### config.mk
export PLATFORM = sky130hd
export DESIGN_NAME = sha1_block_ctrl
export DESIGN_NICKNAME = d
export VERILOG_FILES = /design/src/rtl/sha1_block_ctrl.sv
export SDC_FILE = /design/constraint.sdc
export NUM_CORES = 2
export LEC_CHECK = 0
export BUFFER_PORTS_ARGS = -buffer_cell sky130_fd_sc_hd__buf_2
export CORE_MARGIN = 4
export CORE_UTILIZATION = 61
export DETAILED_ROUTE_END_ITERATION = 8
export PLACE_DENSITY = 0.76
export REMOVE_ABC_BUFFERS = 1
export SLEW_MARGIN = 10
export SYNTH_ARGS = -nofsm -noshare
export SYNTH_HDL_FRONTEND = slang
export SYNTH_SLANG_ARGS = --single-unit
### constraint.sdc
create_clock -name clk -period 10.1 [get_ports clk]
set_clock_uncertainty 0.2 [all_clocks]
set_input_delay 2.02 -clock clk [delete_from_list [all_inputs] [get_ports clk]]
set_output_delay 2.02 -clock clk [all_outputs]
set_load 0.03 [all_outputs]
### src/rtl/sha1_block_ctrl.sv
// sha1_block_ctrl: SHA-1 block sequencer (16-word load, 80 rounds, chaining add, digest handshake).
// Optional multi-block chaining is enabled with `define SHA1_CHAIN_EN.
`default_nettype none

module sha1_block_ctrl (
    input  logic         clk,
    input  logic         rst_n,
    input  logic         msg_valid,
    output logic         msg_ready,
    input  logic [31:0]  msg_word,
    input  logic         init,
    output logic         digest_valid,
    input  logic         digest_ready,
    output logic [159:0] digest,
    output logic         busy
);

    localparam logic [1:0] S_LOAD  = 2'd0;
    localparam logic [1:0] S_ROUND = 2'd1;
    localparam logic [1:0] S_FINAL = 2'd2;
    localparam logic [1:0] S_DONE  = 2'd3;

    localparam logic [159:0] IV = 160'h67452301_EFCDAB89_98BADCFE_10325476_C3D2E1F0;
    localparam logic [31:0]  K0 = 32'h5A827999;
    localparam logic [31:0]  K1 = 32'h6ED9EBA1;
    localparam logic [31:0]  K2 = 32'h8F1BBCDC;
    localparam logic [31:0]  K3 = 32'hCA62C1D6;

    function automatic logic [31:0] rotl1(input logic [31:0] x);
        return {x[30:0], x[31]};
    endfunction

    function automatic logic [31:0] rotl5(input logic [31:0] x);
        return {x[26:0], x[31:27]};
    endfunction

    function automatic logic [31:0] rotl30(input logic [31:0] x);
        return {x[1:0], x[31:2]};
    endfunction

    logic [1:0]        state_q, state_d;
    logic [3:0]        wcnt_q, wcnt_d;
    logic [6:0]        t_q, t_d;
    logic [31:0]       a_q, b_q, c_q, d_q, e_q;
    logic [31:0]       a_d, b_d, c_d, d_d, e_d;
    logic [0:4][31:0]  h_q, h_d;
    logic [31:0]       sched_q [16];

    logic              w_buf_we;
    logic [3:0]        w_buf_addr;
    logic [31:0]       w_buf_wdata;
    logic              w_from_iv;
    logic [3:0]        w_idx, w_idx3, w_idx8, w_idx14;
    logic [31:0]       w_sched, w_wt, w_f, w_k, w_temp;

`ifdef SHA1_CHAIN_EN
    logic              init_q, init_d;

    always_ff @(posedge clk) begin
        if (!rst_n) begin
            init_q <= 1'b0;
        end else begin
            init_q <= init_d;
        end
    end

    always_comb begin
        init_d = init_q;
        if (state_q == S_LOAD && msg_valid && wcnt_q == 4'd0) begin
            init_d = init;
        end
    end

    assign w_from_iv = init_q;
`else
    logic              w_unused_init;

    assign w_unused_init = init;
    assign w_from_iv     = 1'b1;
`endif

    // Circular schedule: indices wrap mod 16, and W[t] overwrites the slot of W[t-16].
    assign w_idx   = t_q[3:0];
    assign w_idx3  = w_idx - 4'd3;
    assign w_idx8  = w_idx - 4'd8;
    assign w_idx14 = w_idx - 4'd14;
    assign w_sched = rotl1(sched_q[w_idx3] ^ sched_q[w_idx8] ^ sched_q[w_idx14] ^ sched_q[w_idx]);
    assign w_wt    = (t_q < 7'd16) ? sched_q[w_idx] : w_sched;

    always_comb begin
        if (t_q < 7'd20) begin
            w_f = (b_q & c_q) | (~b_q & d_q);
            w_k = K0;
        end else if (t_q < 7'd40) begin
            w_f = b_q ^ c_q ^ d_q;
            w_k = K1;
        end else if (t_q < 7'd60) begin
            w_f = (b_q & c_q) | (b_q & d_q) | (c_q & d_q);
            w_k = K2;
        end else begin
            w_f = b_q ^ c_q ^ d_q;
            w_k = K3;
        end
    end

    assign w_temp = rotl5(a_q) + w_f + e_q + w_k + w_wt;

    always_comb begin
        state_d     = state_q;
        wcnt_d      = wcnt_q;
        t_d         = t_q;
        a_d         = a_q;
        b_d         = b_q;
        c_d         = c_q;
        d_d         = d_q;
        e_d         = e_q;
        h_d         = h_q;
        w_buf_we    = 1'b0;
        w_buf_addr  = wcnt_q;
        w_buf_wdata = msg_word;
        case (state_q)
            S_LOAD: begin
                if (msg_valid) begin
                    w_buf_we = 1'b1;
                    wcnt_d   = wcnt_q + 4'd1;
                    if (wcnt_q == 4'd15) begin
                        state_d = S_ROUND;
                        t_d     = 7'd0;
                        // Starting from IV also resets the chaining regs so FINAL adds IV.
                        if (w_from_iv) begin
                            h_d = IV;
                            {a_d, b_d, c_d, d_d, e_d} = IV;
                        end else begin
                            {a_d, b_d, c_d, d_d, e_d} = h_q;
                        end
                    end
                end
            end
            S_ROUND: begin
                a_d = w_temp;
                b_d = a_q;
                c_d = rotl30(b_q);
                d_d = c_q;
                e_d = d_q;
                if (t_q >= 7'd16) begin
                    w_buf_we    = 1'b1;
                    w_buf_addr  = w_idx;
                    w_buf_wdata = w_sched;
                end
                if (t_q == 7'd79) begin
                    state_d = S_FINAL;
                    t_d     = 7'd0;
                end else begin
                    t_d = t_q + 7'd1;
                end
            end
            S_FINAL: begin
                h_d[0]  = h_q[0] + a_q;
                h_d[1]  = h_q[1] + b_q;
                h_d[2]  = h_q[2] + c_q;
                h_d[3]  = h_q[3] + d_q;
                h_d[4]  = h_q[4] + e_q;
                state_d = S_DONE;
            end
            default: begin
                if (digest_ready) begin
                    state_d = S_LOAD;
                end
            end
        endcase
    end

    always_ff @(posedge clk) begin
        if (!rst_n) begin
            state_q <= S_LOAD;
            wcnt_q  <= 4'd0;
            t_q     <= 7'd0;
            a_q     <= 32'd0;
            b_q     <= 32'd0;
            c_q     <= 32'd0;
            d_q     <= 32'd0;
            e_q     <= 32'd0;
            h_q     <= IV;
        end else begin
            state_q <= state_d;
            wcnt_q  <= wcnt_d;
            t_q     <= t_d;
            a_q     <= a_d;
            b_q     <= b_d;
            c_q     <= c_d;
            d_q     <= d_d;
            e_q     <= e_d;
            h_q     <= h_d;
        end
    end

    always_ff @(posedge clk) begin
        if (w_buf_we) begin
            sched_q[w_buf_addr] <= w_buf_wdata;
        end
    end

    assign msg_ready    = (state_q == S_LOAD);
    assign digest_valid = (state_q == S_DONE);
    assign digest       = h_q;
    assign busy         = (wcnt_q != 4'd0) || (state_q != S_LOAD);

endmodule

`default_nettype wire

==> impl_metrics.tcl <==
set metrics [dict create \
    power.sequential.fraction_pct 45.5 \
    cts_tree "done" \
    drc 0 \
    post_cts_resize_count 0 \
    report.final.setup_viol 0 \
    p_per_area_nw_per_um2 135.8 \
    grt_pass1_wl_um 253200 \
    total_power_uw 8363 \
    worst_ir_drop_vdd_mv 0.1350 \
    avgRoutedWirePerCell_um 29.36 \
    clock-root-buffer "clkbuf_16" \
    slew_violations 0 \
    detail_route.wirelength.met1_um 58520 \
    cts-hold-fix-buffers 0 \
    route.detailed.vias_per_inst 7.282 \
    grt_max_degree 177 \
    postCtsSetupBuffers 0 \
    route.vias.total 41230 \
    initial_core_util_pct 61.88 \
    power.leakage_uw 0.02136 \
    setup.worst_path.class "flop to flop" \
    multi_input_area_sq_um 32240 \
    max_cap_check_violation_count 0 \
    clock_tree.htree_level_count 3 \
    final_period_utilization_pct 85.89 \
    min_path_type "flop to flop" \
    place_ws_ns 1.794 \
    globalRouteTotalUtil_pct 34.17 \
    synth_enable_flop_cells 512 \
    postSynthCellCount 4294 \
    clk_latency_ns 0.69 \
    final.min_clock_period_ns 8.674 \
    synth_warnings 0 \
    status "finished clean" \
    cts.sink_count 849 \
    dpl-instance-area_sq_um 58370 \
    comb_power_share_pct 11.5 \
    critical_path_arrival_ns 8.99 \
    fin_cells 5662 \
    switchingPower_uw 2096 \
    postRouteWirelength_um 166200 \
    critical_path.endpoint_type "flop" \
    first_pass_iters 6 \
    synth-main-ff-cell "edfxtp_1" \
    max-clock-path-buffers 3 \
    post-synth-top-area-fraction_pct 27.43 \
    routed-wl-met3_um 19790 \
    tightestPinTransition_ns 1.254 \
    synth_most_common_cell "mux4_2" \
    route.met2.wl_um 79510 \
    ys_types 86 \
    area.growth.synth_to_final_pct 9.895 \
    grt_setup_unrepaired "false" \
    num-nets-final 4773 \
    place.detailed.instances 5489 \
    grt_antenna_before_repair 1 \
    drt_iter0_markers 5761 \
    power.share.switching_pct 25.07 \
    postRouteAntennaNets 0 \
    core_region_area_sq_um 90560 \
    die-area_sq_um 96790 \
    antenna_diodes 0 \
    seq_cells_post_synth 849 \
    synth.avg_cell_area_sq_um 13.05 \
    postSynth.asyncResetShare_pct 0 \
    routability_congestion_estimate_from_global_placement 0.9462 \
    hold_viol 0 \
    post-synth-top-area-cell "edfxtp_1" \
    cts-buffers-inserted 94 \
    portion_of_the_post_synthesis_area_used_by_sequential_elements_pct 39.47 \
    crit_path_start_kind "flop" \
    postLayoutSetupSlackWorst_ns 1.426 \
    dieHeight_um 311.1 \
    std_cell_rows 110 \
    place.detailed.hpwl_um 106700 \
    timing.fmax_ghz 0.1153 \
    synth.area.top_cells "edfxtp_1 27%, mux4_2 25%, dfxtp_1 12%" \
    maxUsedRoutingLayer "met4" \
    post-route-cell-area_sq_um 61590 \
    layout-drive-gt1-share_pct 26.73 \
    final.setup.tns_ns 0 \
    post_synth_most_frequent_cells "625 x mux4_2, 512 x edfxtp_1, 337 x dfxtp_1" \
    clk_pin_slew_worst_paths_ns 0.06 \
    worst_ep_required_time_ns 10.42 \
    timing.critical_path.fanout_max 33 \
    mappedNetlistArea_sq_um 56040 \
    slew-limit-headroom_pct 16.22 \
    grt_pass1_vias 41030 \
    grt_remaining_overflow 0 \
    fillCellCount 6229 \
    area.sequential_sq_um 22140 \
    io_pins 200 \
    placement.io_buffers 198 \
    floorplan.die.width_um 311.1 \
    cell_internal_pwr_uw 6266 \
    clkPwrFrac_pct 43.0 \
]
## per-stage QoR
| step | util, % | hold slack, ns |
|---|---|---|
| 4_1_cts | 68.00 | 0.2742 |
| 2_1_floorplan | - | 0.2506 |
| 3_3_place_gp | 64.46 | 0.2584 |
| 6_report | 68.01 | 0.2713 |
| 3_5_place_dp | 64.46 | 0.2633 |
| 5_1_grt | 68.01 | 0.2920 |
## critical path, stage by stage, from the launching register on
cell and delay, ns:
dfxtp_4 0.36, buf_4 0.54, a21oi_1 0.16, xnor2_2 0.94, buf_4 0.41, mux4_2 0.35
xor2_1 0.16, xnor2_1 0.46, nand2_1 0.12, o21ai_0 0.28, fa_1 0.54, fa_1 0.49
inv_1 0.06, fa_1 0.45, ha_1 0.37, o21a_1 0.23, o31ai_2 0.10, a21oi_1 0.21
a311oi_1 0.49, o21ai_1 0.20, a31o_1 0.25, a21oi_2 0.20, o21ai_1 0.15, a21o_1 0.22
a41oi_1 0.25, xor2_1 0.18, a21oi_1 0.09
## power groups by stage
stage	Combinational, uW	Sequential, uW	Clock, uW
finish	963	3800	3600
global route	1030	3800	3780
CTS	942	3800	3620
detailed placement	929	3870	0
global placement	905	3860	0
floorplan	668	3860	0
## cell families after synthesis
| family | Yosys count | synth area share (%) |
|---|---|---|
| adders and majority gates | 326 | 8.952 |
| DFF | 849 | 39.47 |
| buffers and inverters | 470 | 3.434 |
| AOI/OAI and AO/OA | 948 | 11.53 |
| xor gates and xnor gates | 263 | 4.110 |
| and+or+nand+nor | 765 | 6.530 |
| muxes | 673 | 25.97 |
## worst paths after layout
path / startpoint / slack (ns) / depth (start not counted) / endpoint
worst min-delay path: digest[124]$_SDFFE_PN0P_ / 0.27 / 2 / digest[124]$_SDFFE_PN0P_
worst min register to register: digest[124]$_SDFFE_PN0P_ / 0.27 / 2 / digest[124]$_SDFFE_PN0P_
worst max register to register: t_q[2]$_SDFFE_PN0P_ / 1.43 / 26 / a_q[29]$_SDFFE_PN0P_
worst max-delay path: t_q[2]$_SDFFE_PN0P_ / 1.43 / 26 / a_q[29]$_SDFFE_PN0P_
## sequential cells by signal, summed over array words and instances (netlist names), 4 cells and up, named ones only
register  cells
e_q          32
sched_q     512
t_q           7
c_q          32
wcnt_q        4
b_q          32
a_q          32
digest      160
d_q          32
## layer usage
metal | global-route usage [%] | up-vias
met5 | 0 | -
li1 | - | 17160
met1 | 44.58 | 20540
met3 | 8.385 | 580
met2 | 55.19 | 2951
met4 | 14.71 | 0
## layout by cell type (no fill, tap or decap), drive strengths merged, types with 56 or more instances in the layout
cell type,count
fa,125
ha,201
o221a,56
edfxtp,512
dfxtp,337
clkbuf,123
nor2,150
a22oi,119
buf,294
a21o,61
xnor2,138
inv,197
mux4,625
o21ai,214
a21oi,206
xor2,125
nand2,272
nor2b,142
## cell type report
type / instances / area share (%)
Multi-Input combinational cell: 2975 / 52.35
Sequential cell: 849 / 35.95
Clock buffer: 122 / 4.171
Timing Repair Buffer: 295 / 2.907
Tap cell: 1176 / 2.389
Inverter: 195 / 1.188
Clock inverter: 50 / 1.036
Power figures use the tool's default switching activity.
